File: config.mk
export PLATFORM = sky130hd
export DESIGN_NAME = button_cmd_fsm
export DESIGN_NICKNAME = d
export VERILOG_FILES = /design/src/rtl/button_fsm_pkg.sv /design/src/rtl/button_cmd_fsm_rise_detect.sv /design/src/rtl/button_cmd_fsm.sv
export SDC_FILE = /design/constraint.sdc
export NUM_CORES = 1
export LEC_CHECK = 0
export BUFFER_PORTS_ARGS = -buffer_cell sky130_fd_sc_hd__clkbuf_2
export CAP_MARGIN = 20
export CORE_MARGIN = 4
export CORE_UTILIZATION = 63
export CTS_CLUSTER_SIZE = 40
export DETAILED_ROUTE_END_ITERATION = 7
export GPL_ROUTABILITY_DRIVEN = 0
export PLACE_DENSITY = 0.83
export SLEW_MARGIN = 0
export SYNTH_ARGS = -nofsm -noshare
export SYNTH_HDL_FRONTEND = slang
export SYNTH_SLANG_ARGS = --single-unit
File: constraint.sdc
create_clock -name clk -period 3.95 [get_ports clk]
set_input_delay 0.1975 -clock clk [delete_from_list [all_inputs] [get_ports clk]]
set_output_delay 0.1975 -clock clk [all_outputs]
set_load 0.05 [all_outputs]
File: src/rtl/button_fsm_pkg.sv
// ============================================================================
// Module      : button_fsm_pkg
// Description : Shared state encoding and default timing constants for the
//               button run-control command FSM.
// Revision    : 1.0 - initial release
// ============================================================================
`default_nettype none

package button_fsm_pkg;

    localparam int DBL_WINDOW_DEFAULT  = 50_000_000;
    localparam int ACK_TIMEOUT_DEFAULT = 1024;

    typedef enum logic [1:0] {
        IDLE  = 2'd0,
        WAIT2 = 2'd1,
        STEP  = 2'd2,
        RUN   = 2'd3
    } cmd_state_t;

endpackage

`default_nettype wire

File: src/rtl/button_cmd_fsm_rise_detect.sv
// ============================================================================
// Module      : rise_detect
// Description : Rising-edge pulse generator. The history register resets
//               high so a level already asserted at reset release is no event.
// Revision    : 1.0 - initial release
// ============================================================================
`default_nettype none

module rise_detect (
    input  logic clk,
    input  logic rst_n,
    input  logic din,
    output logic pulse
);

    logic r_prev;

    always_ff @(posedge clk or negedge rst_n) begin
        if (!rst_n) begin
            r_prev <= 1'b1;
        end else begin
            r_prev <= din;
        end
    end

    assign pulse = din & ~r_prev;

endmodule

`default_nettype wire

File: src/rtl/button_cmd_fsm.sv
// ============================================================================
// Module      : button_cmd_fsm
// Description : Turns debounced presses into MIC-1 single-step / free-run
//               commands. Optional ack watchdog: BUTTON_CMD_ACK_WATCHDOG_EN.
// Revision    : 1.0 - initial release
// ============================================================================
`default_nettype none

module button_cmd_fsm
    import button_fsm_pkg::*;
#(
    parameter int DBL_WINDOW  = DBL_WINDOW_DEFAULT,
    parameter int ACK_TIMEOUT = ACK_TIMEOUT_DEFAULT
) (
    input  logic       clk,
    input  logic       rst_n,
    input  logic       button_state,
    input  logic       step_ack,
    output logic       step_req,
    output logic       run_mode,
    output logic [7:0] press_count,
    output logic       ack_err
);

    localparam int                 c_WIN_W    = $clog2(DBL_WINDOW);
    localparam logic [c_WIN_W-1:0] c_WIN_LAST = c_WIN_W'(DBL_WINDOW - 1);

    generate
        if (DBL_WINDOW < 2 || ACK_TIMEOUT < 2) begin : g_param_check
            $error("button_cmd_fsm: DBL_WINDOW and ACK_TIMEOUT must be >= 2");
        end
    endgenerate

    cmd_state_t         r_state;
    cmd_state_t         w_state_nxt;
    logic [c_WIN_W-1:0] r_win_cnt;
    logic [c_WIN_W-1:0] w_win_cnt_nxt;
    logic               r_step_req;
    logic               w_step_req_nxt;
    logic               r_run_mode;
    logic               w_run_mode_nxt;
    logic [7:0]         r_press_cnt;
    logic [7:0]         w_press_cnt_nxt;
    logic               w_edge;

`ifdef BUTTON_CMD_ACK_WATCHDOG_EN
    localparam int                 c_ACK_W    = $clog2(ACK_TIMEOUT);
    localparam logic [c_ACK_W-1:0] c_ACK_LAST = c_ACK_W'(ACK_TIMEOUT - 1);

    logic [c_ACK_W-1:0] r_ack_cnt;
    logic [c_ACK_W-1:0] w_ack_cnt_nxt;
    logic               r_ack_err;
    logic               w_ack_err_nxt;
`endif

    rise_detect u_rise_detect (
        .clk   (clk),
        .rst_n (rst_n),
        .din   (button_state),
        .pulse (w_edge)
    );

    always_comb begin
        w_state_nxt     = r_state;
        w_win_cnt_nxt   = r_win_cnt;
        w_step_req_nxt  = r_step_req;
        w_run_mode_nxt  = r_run_mode;
        w_press_cnt_nxt = r_press_cnt;
`ifdef BUTTON_CMD_ACK_WATCHDOG_EN
        w_ack_cnt_nxt   = r_ack_cnt;
        w_ack_err_nxt   = r_ack_err;
`endif
        case (r_state)
            IDLE: begin
                if (w_edge) begin
                    w_state_nxt     = WAIT2;
                    w_win_cnt_nxt   = '0;
                    w_press_cnt_nxt = r_press_cnt + 8'd1;
                end
            end
            WAIT2: begin
                if (r_win_cnt != c_WIN_LAST) begin
                    w_win_cnt_nxt = r_win_cnt + 1'b1;
                end
                // A second press on the very last window cycle still counts.
                if (w_edge) begin
                    w_state_nxt     = RUN;
                    w_run_mode_nxt  = 1'b1;
                    w_press_cnt_nxt = r_press_cnt + 8'd1;
                end else if (r_win_cnt == c_WIN_LAST) begin
                    w_state_nxt    = STEP;
                    w_step_req_nxt = 1'b1;
`ifdef BUTTON_CMD_ACK_WATCHDOG_EN
                    w_ack_cnt_nxt  = '0;
`endif
                end
            end
            STEP: begin
                if (step_ack) begin
                    w_state_nxt    = IDLE;
                    w_step_req_nxt = 1'b0;
`ifdef BUTTON_CMD_ACK_WATCHDOG_EN
                end else if (r_ack_cnt == c_ACK_LAST) begin
                    w_state_nxt    = IDLE;
                    w_step_req_nxt = 1'b0;
                    w_ack_err_nxt  = 1'b1;
                end else begin
                    w_ack_cnt_nxt  = r_ack_cnt + 1'b1;
`endif
                end
            end
            RUN: begin
                if (w_edge) begin
                    w_state_nxt     = IDLE;
                    w_run_mode_nxt  = 1'b0;
                    w_press_cnt_nxt = r_press_cnt + 8'd1;
                end
            end
            default: begin
                w_state_nxt = IDLE;
            end
        endcase
    end

    always_ff @(posedge clk or negedge rst_n) begin
        if (!rst_n) begin
            r_state     <= IDLE;
            r_win_cnt   <= '0;
            r_step_req  <= 1'b0;
            r_run_mode  <= 1'b0;
            r_press_cnt <= 8'd0;
`ifdef BUTTON_CMD_ACK_WATCHDOG_EN
            r_ack_cnt   <= '0;
            r_ack_err   <= 1'b0;
`endif
        end else begin
            r_state     <= w_state_nxt;
            r_win_cnt   <= w_win_cnt_nxt;
            r_step_req  <= w_step_req_nxt;
            r_run_mode  <= w_run_mode_nxt;
            r_press_cnt <= w_press_cnt_nxt;
`ifdef BUTTON_CMD_ACK_WATCHDOG_EN
            r_ack_cnt   <= w_ack_cnt_nxt;
            r_ack_err   <= w_ack_err_nxt;
`endif
        end
    end

    assign step_req    = r_step_req;
    assign run_mode    = r_run_mode;
    assign press_count = r_press_cnt;
`ifdef BUTTON_CMD_ACK_WATCHDOG_EN
    assign ack_err     = r_ack_err;
`else
    assign ack_err     = 1'b0;
`endif

endmodule

`default_nettype wire

After elaboration in Yosys (flattened, before gate mapping)
Cells that the tools add are included.

storage, ports and cells
  input bits = 4
  output and inout bits = 11
  word-level logic and storage cells = 49
  flip-flop bits (word level) = 39

operators by class
  reductions and logical operators = 10
  muxes and demuxes = 16
  bitwise logic cells = 2
  eq/ne operators = 13
  add/sub/neg operators = 2

operators with widths
  cell                   count
  $mux 26                2
  $pmux 26 s2            1
  $add 26x1->26 const B  1
  $eq 26x26->1 const B   1
  $ne 26x26->1 const B   1
  $mux 2                 5
  $add 8x1->8 const B    1
  $ne 2x2->1 const B     4
  $pmux 2 s4             1
  $reduce_and 4->1       2
  $ne 2x1->1 const B     3
  $reduce_and 3->1       2
  $reduce_bool 2->1      3
  $mux 1                 5
  $eq 2x2->1 const B     2
  $pmux 1 s2             2
  $ne 3x2->1 const B     1
  $reduce_or 3->1        1
  $eq 2x1->1 const B     1
  $logic_not 2->1        1
  $reduce_and 2->1       1
  $and 1x1->1            1
  $not 1->1              1

Logic depth before layout (Yosys ltp)
Gate-level depths: netlist of the first run.

  depth after elaboration = 4
  mapped depth = 7

Cells and area by module
From an unflattened synthesis of the first run, not the netlist that was laid out.

unflattened totals
  cells, all modules = 207
  area, all modules = 2074.5 µm²

by module, submodules not included
  module          cells each  times used  area an instance (µm²)  seq. area each (µm²)
  button_cmd_fsm  205         1           2034.5                  950.9
  rise_detect     2           1           40.0                    26.3

Worst setup path before layout of the first run
OpenSTA, ideal clock, no wires.

  path type = register -> register
  start point = reg r_win_cnt[0]
  end point = reg r_win_cnt[14]
  data required time = 3.872 ns
  setup time = 0.078 ns
  stages on the path, launching flop included = 7
  setup slack = 2.217 ns
  arrival = 1.656 ns
  cells stage by stage = dfrtp_1 ha_1 inv_1 nor4_4 nand3_2 or3_1 a21oi_1

on the way
  longest elaborated chain between the ends = 3

ends and longest elaborated chain
  element                                                 RTL line                                    text
  from (decl)                                             button_cmd_fsm.sv:36                        logic [c_WIN_W-1:0] r_win_cnt;
  from (signal assigned)                                  button_cmd_fsm.sv:138                       r_win_cnt <= w_win_cnt_nxt;
  $add 26x1->26 / $ne 26x26->1 (equally long branches)    button_cmd_fsm.sv:83, button_cmd_fsm.sv:82
  $mux 26 / $ne 2x2->1 (equally long branches)            --
  $pmux 26 s2 / $reduce_and 3->1 (equally long branches)  --

Several ways; a longest one is shown, not always the timed one. The select of a mux whose other input is x is not followed.
A chain may end at the register's enable or synchronous reset.

Final worst setup path of the first run
  start point = reg r_win_cnt[6]
  end point = reg r_win_cnt[7]

The elaborated chain is that of the path after synthesis.

==> report_table.html, run 1 <==
<table>
<tr><th>Metric</th><th>Value</th></tr>
<tr><th colspan="2">Outcome</th></tr>
<tr><td>Result of the run</td><td>completed</td></tr>
<tr><th colspan="2">STA</th></tr>
<tr><td>Final critical-path setup slack</td><td>1650 ps</td></tr>
<tr><td>Transition at the pin with the smallest max-transition slack</td><td>939 ps</td></tr>
<tr><td>Remaining max-slew budget at the tightest pin</td><td>0.374</td></tr>
<tr><td>Final setup violation count</td><td>0</td></tr>
<tr><td>Minimum clock period after layout</td><td>2300 ps</td></tr>
<tr><td>Final clock skew</td><td>8.16 ps</td></tr>
<tr><td>Unrepaired setup endpoints after global routing</td><td>false</td></tr>
<tr><td>Number of hold-slack violations in the final timing report</td><td>0</td></tr>
<tr><td>Final Slew Violations</td><td>0</td></tr>
<tr><td>Period Utilization, post-route</td><td>0.583</td></tr>
<tr><td>Maximum frequency from static timing analysis</td><td>434 MHz</td></tr>
<tr><td>Total Neg Setup Slack</td><td>0 ps</td></tr>
<tr><th colspan="2">Placed design</th></tr>
<tr><td>Port-buffer cells</td><td>13</td></tr>
<tr><td>HPWL after detailed placement</td><td>2.89 mm</td></tr>
<tr><td>Post-Place Worst Slack</td><td>1760 ps</td></tr>
<tr><td>Total placed cells including tap cells</td><td>255</td></tr>
<tr><th colspan="2">Clock network</th></tr>
<tr><td>CTS sink cnt</td><td>39</td></tr>
<tr><td>Bufs on Longest Clock Path</td><td>2</td></tr>
<tr><td>Total clock buffers created by CTS</td><td>5</td></tr>
<tr><td>Clock tree from TritonCTS</td><td>built</td></tr>
<tr><td>Buffer cell driving the clock tree root</td><td>sky130_fd_sc_hd__clkbuf_4</td></tr>
<tr><td>Clock edge transition at the registers on the reported setup and hold paths</td><td>110 ps</td></tr>
<tr><td>Clock latency at the later pin of the worst-skew pair</td><td>between 300 and 400 ps</td></tr>
<tr><td># H-tree levels</td><td>2</td></tr>
<tr><th colspan="2">Setup path</th></tr>
<tr><td>Crit Path Category</td><td>flip-flop to flip-flop</td></tr>
<tr><td>R2R Path End</td><td>r_win_cnt[7]</td></tr>
<tr><td>Data arrival time of the critical path</td><td>2580 ps</td></tr>
<tr><td>Top fanout value on the critical path</td><td>24</td></tr>
<tr><td>Critical Path Start</td><td>r_win_cnt[6]</td></tr>
<tr><td>Req. time, crit path</td><td>4230 ps</td></tr>
<tr><td>R2R depth</td><td>5</td></tr>
<tr><td>Crit Reg-Reg Startpoint</td><td>r_win_cnt[6]</td></tr>
<tr><td>Slack of the worst reg-to-reg path</td><td>1650 ps</td></tr>
<tr><td>Worst Setup End Kind</td><td>flip-flop</td></tr>
<tr><td>Startpoint types</td><td>flip-flop</td></tr>
<tr><th colspan="2">Logic synthesis</th></tr>
<tr><td>Gate count of the mapped netlist</td><td>roughly 210</td></tr>
<tr><td>Dominant combinational cell family by area after synthesis</td><td>simple AND/OR/NAND/NOR gates</td></tr>
<tr><td>Synth top area share</td><td>0.472</td></tr>
<tr><td>Largest cells by area after synthesis</td><td>sky130_fd_sc_hd__dfrtp_1, sky130_fd_sc_hd__xor2_1, sky130_fd_sc_hd__nand3_1, sky130_fd_sc_hd__o21ai_0, sky130_fd_sc_hd__nand4_1</td></tr>
<tr><td>Adder-Cell Fraction of Synth Area</td><td>0.0124</td></tr>
<tr><td>Post-Synth Simple-Gate Area</td><td>0.282</td></tr>
<tr><td>Portion of netlist area occupied by mux cells</td><td>0.00994</td></tr>
<tr><td>Post-synthesis cell area</td><td>2010 µm²</td></tr>
<tr><td>Register bit total from synthesis</td><td>39</td></tr>
<tr><td>Synth area leader</td><td>sky130_fd_sc_hd__dfrtp_1</td></tr>
<tr><td>Syn Area/Cell</td><td>around 10 µm²</td></tr>
<tr><td>Seq/Total Area, Yosys</td><td>0.485</td></tr>
<tr><td>XOR/XNOR share of the synthesized area</td><td>0.0696</td></tr>
<tr><td>Number of nets in the synthesized netlist</td><td>between 200 and 250</td></tr>
<tr><td>Synth warn</td><td>0</td></tr>
<tr><td>Count of different cell masters after synthesis</td><td>40</td></tr>
<tr><td>Compound-Gate Fraction of Synth Area</td><td>0.109</td></tr>
<tr><th colspan="2">Run</th></tr>
<tr><td>Maxcap violations</td><td>0</td></tr>
<tr><th colspan="2">Power</th></tr>
<tr><td>Pwr/cell area</td><td>635 nW/µm²</td></tr>
<tr><td>Worst ir drop on vdd</td><td>about 0.00042 V</td></tr>
<tr><td>Pleak</td><td>0.000970 µW</td></tr>
<tr><td>Total design power</td><td>1380 µW</td></tr>
<tr><th colspan="2">Floorplanning</th></tr>
<tr><td>Floorplan row count</td><td>20</td></tr>
<tr><td>Chip Width</td><td>64.5 µm</td></tr>
<tr><td>Die outline area</td><td>about 4200 µm²</td></tr>
<tr><td>Die height</td><td>64.5 µm</td></tr>
<tr><td>Area of the placeable core</td><td>3050 µm²</td></tr>
<tr><td>Top-level port count</td><td>15</td></tr>
<tr><td>Effective utilization at floorplan</td><td>0.659</td></tr>
<tr><th colspan="2">Final layout</th></tr>
<tr><td>Area growth from synthesis to final layout</td><td>8.08%</td></tr>
<tr><td>Proportion of layout cells with a drive suffix above 1</td><td>0.131</td></tr>
<tr><td>Post-layout instance count excluding filler cells</td><td>265</td></tr>
<tr><td>Fin nets</td><td>226</td></tr>
<tr><td>ANT cells</td><td>0</td></tr>
<tr><th colspan="2">Global route</th></tr>
<tr><td>GRT Residual Overflow</td><td>0</td></tr>
<tr><td>Via count of the first global-routing pass</td><td>roughly 1600</td></tr>
<tr><td>Antenna violations before repair</td><td>0</td></tr>
<tr><td>Wire length of the first global-routing pass</td><td>7.10 mm</td></tr>
<tr><td>Largest net degree at the start of global routing</td><td>40</td></tr>
<tr><td>Global-route usage over all layers</td><td>0.220</td></tr>
<tr><th colspan="2">Detailed routing</th></tr>
<tr><td>Via count of the routed design</td><td>1660</td></tr>
<tr><td>DRT Wirelength</td><td>~4.2 mm</td></tr>
<tr><td>Number of search-and-repair iterations in the first detailed-routing pass</td><td>5</td></tr>
<tr><td>DRC Markers</td><td>0</td></tr>
<tr><td>Drt initial violations</td><td>between 100 and 150</td></tr>
<tr><td>DR WL/cell</td><td>15.7 µm</td></tr>
<tr><td>Via density</td><td>6.26</td></tr>
<tr><td>Post-detailed-route count of antenna-violating nets</td><td>0</td></tr>
<tr><th colspan="2">Min path</th></tr>
<tr><td>Min-Delay Startpoint</td><td>step_ack</td></tr>
<tr><td>Hold Path Stages</td><td>3</td></tr>
<tr><td>Destination of the worst hold path</td><td>r_state[1]</td></tr>
<tr><td>Worst min-delay path class</td><td>input pin to flip-flop</td></tr>
</table>
[synthesized netlist by cell type (all sizes together)]
| master | number |
|---|---|
| a21oi | 10 |
| and3 | 7 |
| and4 | 3 |
| buf | 6 |
| clkbuf | 2 |
| conb | 1 |
| dfrtp | 38 |
| dfstp | 1 |
| ha | 2 |
| inv | 4 |
| mux2i | 2 |
| nand2 | 15 |
| nand2b | 1 |
| nand3 | 16 |
| nand4 | 12 |
| nand4b | 3 |
| nor2 | 17 |
| nor2b | 3 |
| nor3 | 2 |
| nor3b | 2 |
| nor4 | 4 |
| nor4bb | 1 |
| o211a | 1 |
| o211ai | 6 |
| o21ai | 14 |
| o21bai | 1 |
| o31ai | 5 |
| or2 | 1 |
| or3 | 7 |
| or4 | 2 |
| xnor2 | 5 |
| xor2 | 11 |
[timing repair]
item | CTS | global route
gates resized for setup | 0 | 0
hold buffers | 2 | 0
endpoints found under the hold margin | 7 | 0
setup buffers | 0 | 0
[sequential cells by signal, summed over array words and instances, names as in the netlist]
| register | cells |
|---|---|
| press_count | 8 |
| r_win_cnt | 26 |
| r_state | 2 |
| run_mode | 1 |
| step_req | 1 |
| u_rise_detect.r_prev | 1 |
[critical path: stages (launching register included)]
cell and delay [ps]:
sky130_fd_sc_hd__dfrtp_1 480, sky130_fd_sc_hd__nor4bb_1 350, sky130_fd_sc_hd__nand4_1 270, sky130_fd_sc_hd__nor2_2 750, sky130_fd_sc_hd__nand4b_1 220, sky130_fd_sc_hd__mux2i_1 180
[cell type report]
type                    count  area, µm²
repair buffers             16       92.6
clock inverters             1       5.00
multi-input cells         154        976
well taps                  44       55.1
clock buffers               7       55.1
fillers                   239        877
flip-flops and latches     39        977
inverters                   4       15.0
[metrics by stage]
stage / hold slack (ps) / utilization / cell area, µm²
final: 173 / 0.713 / 2180
after global routing: 162 / 0.713 / 2180
after CTS: 167 / 0.713 / 2180
after detailed placement: 320 / 0.686 / 2100
after global placement: 310 / 0.686 / 2100
after floorplan: -98.1 / - / 2010
[kinds of logic (layout without fill, tap and decap cells)]
group,Yosys count,in the layout
simple gates,96,96
flops,39,39
compound gates,37,37
xor+xnor,16,16
buf+inv,12,28
fa+ha+maj,2,2
mux,2,2
other cells,1,1
[per-layer routing]
metal,GRT usage,share of wire,vias up
met4,0.100,0.022,0
met2,0.354,0.49,65
li1,-,-,785
met3,0.0381,0.054,13
met1,0.290,0.43,797
met5,0,0,-
[worst max-delay path by stage]
stage               slack, ps  cells after the start       endpoint
floorplan                2220                      6  r_win_cnt[14]
global placement         1880                      5   r_win_cnt[7]
detailed placement       1760                      5   r_win_cnt[7]
CTS                      1710                      5   r_win_cnt[7]
global route             1480                      5  r_win_cnt[19]
finish                   1650                      5   r_win_cnt[7]
[cells in the final DEF, fill, tap and decap left out, drive strengths merged, types with 2 or more instances in the layout]
cell type	instances
nor3b	2
xor2	11
clkbuf	20
ha	2
o21ai	14
nor2b	3
dfrtp	38
dlygate4sd3	2
or3	7
nand4	12
xnor2	5
and3	7
nor4	4
nand3	16
nand4b	3
nand2	15
a21oi	10
mux2i	2
o211ai	6
and4	3
or4	2
nor2	17
inv	4
nor3	2
o31ai	5
[power by group]
group | switching, µW | internal, µW | total, µW
Clock | 129 | 86.3 | 215
Combinational | 292 | 149 | 440
Sequential | 191 | 535 | 725
No activity file was read; power rests on OpenSTA's default activity.
==> run 2: changes to the inputs <==
--- a/config.mk
+++ b/config.mk
@@ -8,11 +8,11 @@
 export BUFFER_PORTS_ARGS = -buffer_cell sky130_fd_sc_hd__clkbuf_2
 export CAP_MARGIN = 20
 export CORE_MARGIN = 4
-export CORE_UTILIZATION = 63
+export CORE_UTILIZATION = 59
 export CTS_CLUSTER_SIZE = 40
 export DETAILED_ROUTE_END_ITERATION = 7
 export GPL_ROUTABILITY_DRIVEN = 0
-export PLACE_DENSITY = 0.83
+export PLACE_DENSITY = 0.78
 export SLEW_MARGIN = 0
 export SYNTH_ARGS = -nofsm -noshare
 export SYNTH_HDL_FRONTEND = slang
==> constraint.sdc (replaced) <==
create_clock -name clk -period 2.2 [get_ports clk]
set_input_delay 0.11 -clock clk [delete_from_list [all_inputs] [get_ports clk]]
set_output_delay 0.11 -clock clk [all_outputs]
set_load 0.05 [all_outputs]
==> run 2 against run 1 <==
Compared with the run above:
- cell count rose by 2.6%
- utilization fell by 0.75 points
- register-to-register slack got worse by 1400 ps
- combinational power rose by 77%
- die area rose by 5.9%
- cell area rose by 2.2%
- clock skew rose by 9.9 ps
- maximum frequency rose by 20%
- worst setup slack got worse by 1400 ps
- wire length fell by 1.0%
- total power rose by 77%
- critical path type unchanged
- worst hold slack got worse by 140 ps
- largest cell class unchanged
==> report_table.html, run 2 (synthesized netlist as in run 1, its figures left out) <==
<table>
<tr><th>Metric</th><th>Value</th></tr>
<tr><th colspan="2">Final layout</th></tr>
<tr><td>Fin nets</td><td>233 (+3.1%)</td></tr>
<tr><td>Proportion of layout cells with a drive suffix above 1</td><td>0.158 (+0.0267)</td></tr>
<tr><td>Post-Layout Inst Area</td><td>2220 µm² (+2.2%)</td></tr>
<tr><td>Post-layout instance count excluding filler cells</td><td>272 (+2.6%)</td></tr>
<tr><td>Most common cell after layout, fill and taps aside</td><td>sky130_fd_sc_hd__dfrtp_1</td></tr>
<tr><td>Number of flip-flops under the largest register name</td><td>26 (unchanged)</td></tr>
<tr><td>Commonest non-fill, non-tap cells in the layout</td><td>sky130_fd_sc_hd__dfrtp_1, sky130_fd_sc_hd__nor2_1, sky130_fd_sc_hd__nand2_1, sky130_fd_sc_hd__nand3_1</td></tr>
<tr><td>Largest Register</td><td>r_win_cnt</td></tr>
<tr><td>ANT cells</td><td>0 (unchanged)</td></tr>
<tr><td>Area growth from synthesis to final layout</td><td>10.4%</td></tr>
<tr><th colspan="2">STA</th></tr>
<tr><td>Smallest hold slack</td><td>29.4 ps (-143 ps)</td></tr>
<tr><td>Maximum frequency from static timing analysis</td><td>521 MHz (+20%)</td></tr>
<tr><td>Unrepaired setup endpoints after global routing</td><td>false</td></tr>
<tr><td>Period Utilization, post-route</td><td>0.872 (+0.289)</td></tr>
<tr><td>Number of hold-slack violations in the final timing report</td><td>0 (unchanged)</td></tr>
<tr><td>Transition at the pin with the smallest max-transition slack</td><td>934 ps (-4.53 ps)</td></tr>
<tr><td>Minimum clock period after layout</td><td>1920 ps (-386 ps)</td></tr>
<tr><td>Remaining max-slew budget at the tightest pin</td><td>0.377 (+0.00302)</td></tr>
<tr><td>Final Slew Violations</td><td>0 (unchanged)</td></tr>
<tr><td>Total Neg Setup Slack</td><td>0 ps (unchanged)</td></tr>
<tr><td>Final clock skew</td><td>18.1 ps (+9.94 ps)</td></tr>
<tr><td>Final setup violation count</td><td>0 (unchanged)</td></tr>
<tr><th colspan="2">Floorplanning</th></tr>
<tr><td>Effective utilization at floorplan</td><td>0.638 (-0.0209)</td></tr>
<tr><td>Top-level port count</td><td>15 (unchanged)</td></tr>
<tr><td>Area of the placeable core</td><td>3150 µm² (+3.3%)</td></tr>
<tr><td>Die height</td><td>66.4 µm (+2.9%)</td></tr>
<tr><td>Floorplan row count</td><td>20 (unchanged)</td></tr>
<tr><td>Die outline area</td><td>4410 µm² (+5.9%)</td></tr>
<tr><td>Chip Width</td><td>66.4 µm (+2.9%)</td></tr>
<tr><th colspan="2">Clock network</th></tr>
<tr><td>Clock tree from TritonCTS</td><td>built</td></tr>
<tr><td>Number of resized instances in the post-cts repair step</td><td>0 (unchanged)</td></tr>
<tr><td># H-tree levels</td><td>2 (unchanged)</td></tr>
<tr><td>Bufs on Longest Clock Path</td><td>2 (unchanged)</td></tr>
<tr><td>Total clock buffers created by CTS</td><td>5 (unchanged)</td></tr>
<tr><td>CTS sink cnt</td><td>39 (unchanged)</td></tr>
<tr><td>Clock latency at the later pin of the worst-skew pair</td><td>360 ps (about the same)</td></tr>
<tr><td>Clock edge transition at the registers on the reported setup and hold paths</td><td>120 ps (about the same)</td></tr>
<tr><td>Buffer cell driving the clock tree root</td><td>sky130_fd_sc_hd__clkbuf_4</td></tr>
<tr><th colspan="2">Power</th></tr>
<tr><td>Worst ir drop on vdd</td><td>0.000818 V (+94%)</td></tr>
<tr><td>Pwr/cell area</td><td>1100 nW/µm² (+73%)</td></tr>
<tr><td>Pleak</td><td>0.00101 µW (+3.6%)</td></tr>
<tr><th colspan="2">Detailed routing</th></tr>
<tr><td>DR WL/cell</td><td>15.2 µm (-3.6%)</td></tr>
<tr><td>Via count of the routed design</td><td>1636 (-1.4%)</td></tr>
<tr><td>Post-detailed-route count of antenna-violating nets</td><td>0 (unchanged)</td></tr>
<tr><td>Via density</td><td>6.01 (-4.0%)</td></tr>
<tr><td>DRC Markers</td><td>0 (unchanged)</td></tr>
<tr><td>Number of search-and-repair iterations in the first detailed-routing pass</td><td>4 (-1)</td></tr>
<tr><td>Drt initial violations</td><td>166 (+58%)</td></tr>
<tr><td>DRT Wirelength</td><td>4.13 mm (-1.0%)</td></tr>
<tr><th colspan="2">Global route</th></tr>
<tr><td>Antenna violations before repair</td><td>0 (unchanged)</td></tr>
<tr><td>Largest net degree at the start of global routing</td><td>40 (unchanged)</td></tr>
<tr><td>Global-route usage over all layers</td><td>0.222 (+0.00241)</td></tr>
<tr><td>Wire length of the first global-routing pass</td><td>7.36 mm (+3.7%)</td></tr>
<tr><td>GRT Residual Overflow</td><td>0 (unchanged)</td></tr>
<tr><td>Via count of the first global-routing pass</td><td>1569 (+0.51%)</td></tr>
<tr><th colspan="2">Setup path</th></tr>
<tr><td>Startpoint types</td><td>flip-flop</td></tr>
<tr><td>Req. time, crit path</td><td>2480 ps (-1750 ps)</td></tr>
<tr><td>Crit Path Category</td><td>flip-flop to flip-flop</td></tr>
<tr><td>Top fanout value on the critical path</td><td>5 (-79%)</td></tr>
<tr><td>Data arrival time of the critical path</td><td>2200 ps (-380 ps)</td></tr>
<tr><td>Worst Setup End Kind</td><td>flip-flop</td></tr>
<tr><th colspan="2">Placed design</th></tr>
<tr><td>Port-buffer cells</td><td>13 (unchanged)</td></tr>
<tr><td>HPWL after detailed placement</td><td>2.90 mm (+0.37%)</td></tr>
<tr><td>Total placed cells including tap cells</td><td>258 (+1.2%)</td></tr>
<tr><td>Placed inst area</td><td>2120 µm² (+1.1%)</td></tr>
<tr><th colspan="2">Outcome</th></tr>
<tr><td>Result of the run</td><td>completed</td></tr>
<tr><th colspan="2">Run</th></tr>
<tr><td>Maxcap violations</td><td>0 (unchanged)</td></tr>
<tr><th colspan="2">Min path</th></tr>
<tr><td>Worst min-delay path class</td><td>input pin to flip-flop</td></tr>
</table>
-- run 2: changes by cell type in the layout (fill, tap and decap cells not counted), sizes merged --
cell    change
buf         +7
clkbuf      -1
clkinv      +1
-- run 2: path summary, 6_finish.rpt --
check	start	endpoint	slack, ps	cells past startpoint
max	r_win_cnt[0]	r_win_cnt[14]	280	7
min	step_ack	r_state[1]	30	3
max reg2reg	r_win_cnt[0]	r_win_cnt[14]	280	7
min reg2reg	press_count[7]	press_count[7]	480	1
max in group asynchronous	rst_n	r_win_cnt[18]	1210	2
min in group asynchronous	rst_n	r_win_cnt[2]	410	2
-- run 2: timing repair --
action	CTS	global route
hold buffers	2	0
hold endpoints to repair	39	0
setup endpoints to repair	0	1
buffers inserted	0	4
-- run 2: area by class of cell --
class,instances,area (µm²)
Clock buffer,6,41.3
Fill cell,258,930
Multi-Input combinational cell,154,976
Sequential cell,39,977
Tap cell,44,55.1
Timing Repair Buffer,23,145
Clock inverter,2,13.8
Inverter,4,15.0
-- run 2: metal layers --
layer,wire (µm),part of all wire,track usage,vias to the layer above
li1,-,-,-,791
met3,212,0.051,0.0510,10
met4,99,0.024,0.107,0
met2,2000,0.48,0.349,46
met1,1820,0.44,0.287,789
met5,0,0,0,-
-- run 2: through the flow --
step / setup slack [ps] / util / total power (µW)
global placement: 307 / 0.672 / 2030
detailed placement: 228 / 0.672 / 2080
floorplan: 467 / - / 1850
global route: 121 / 0.705 / 2620
CTS: 157 / 0.696 / 2450
finish: 281 / 0.705 / 2440
-- run 2: worst max-delay path: stages, from the launching register on --
cell	delay, ps
sky130_fd_sc_hd__dfrtp_1	420
sky130_fd_sc_hd__ha_1	250
sky130_fd_sc_hd__inv_1	130
sky130_fd_sc_hd__nor4_4	280
sky130_fd_sc_hd__buf_4	180
sky130_fd_sc_hd__nand3_2	70
sky130_fd_sc_hd__or3_1	320
sky130_fd_sc_hd__a21oi_1	170
-- run 2: power by group --
group / leakage, µW / internal (µW) / switching (µW)
Clock: 0.0000322 / 125 / 243
Sequential: 0.000505 / 960 / 338
Combinational: 0.000468 / 267 / 511
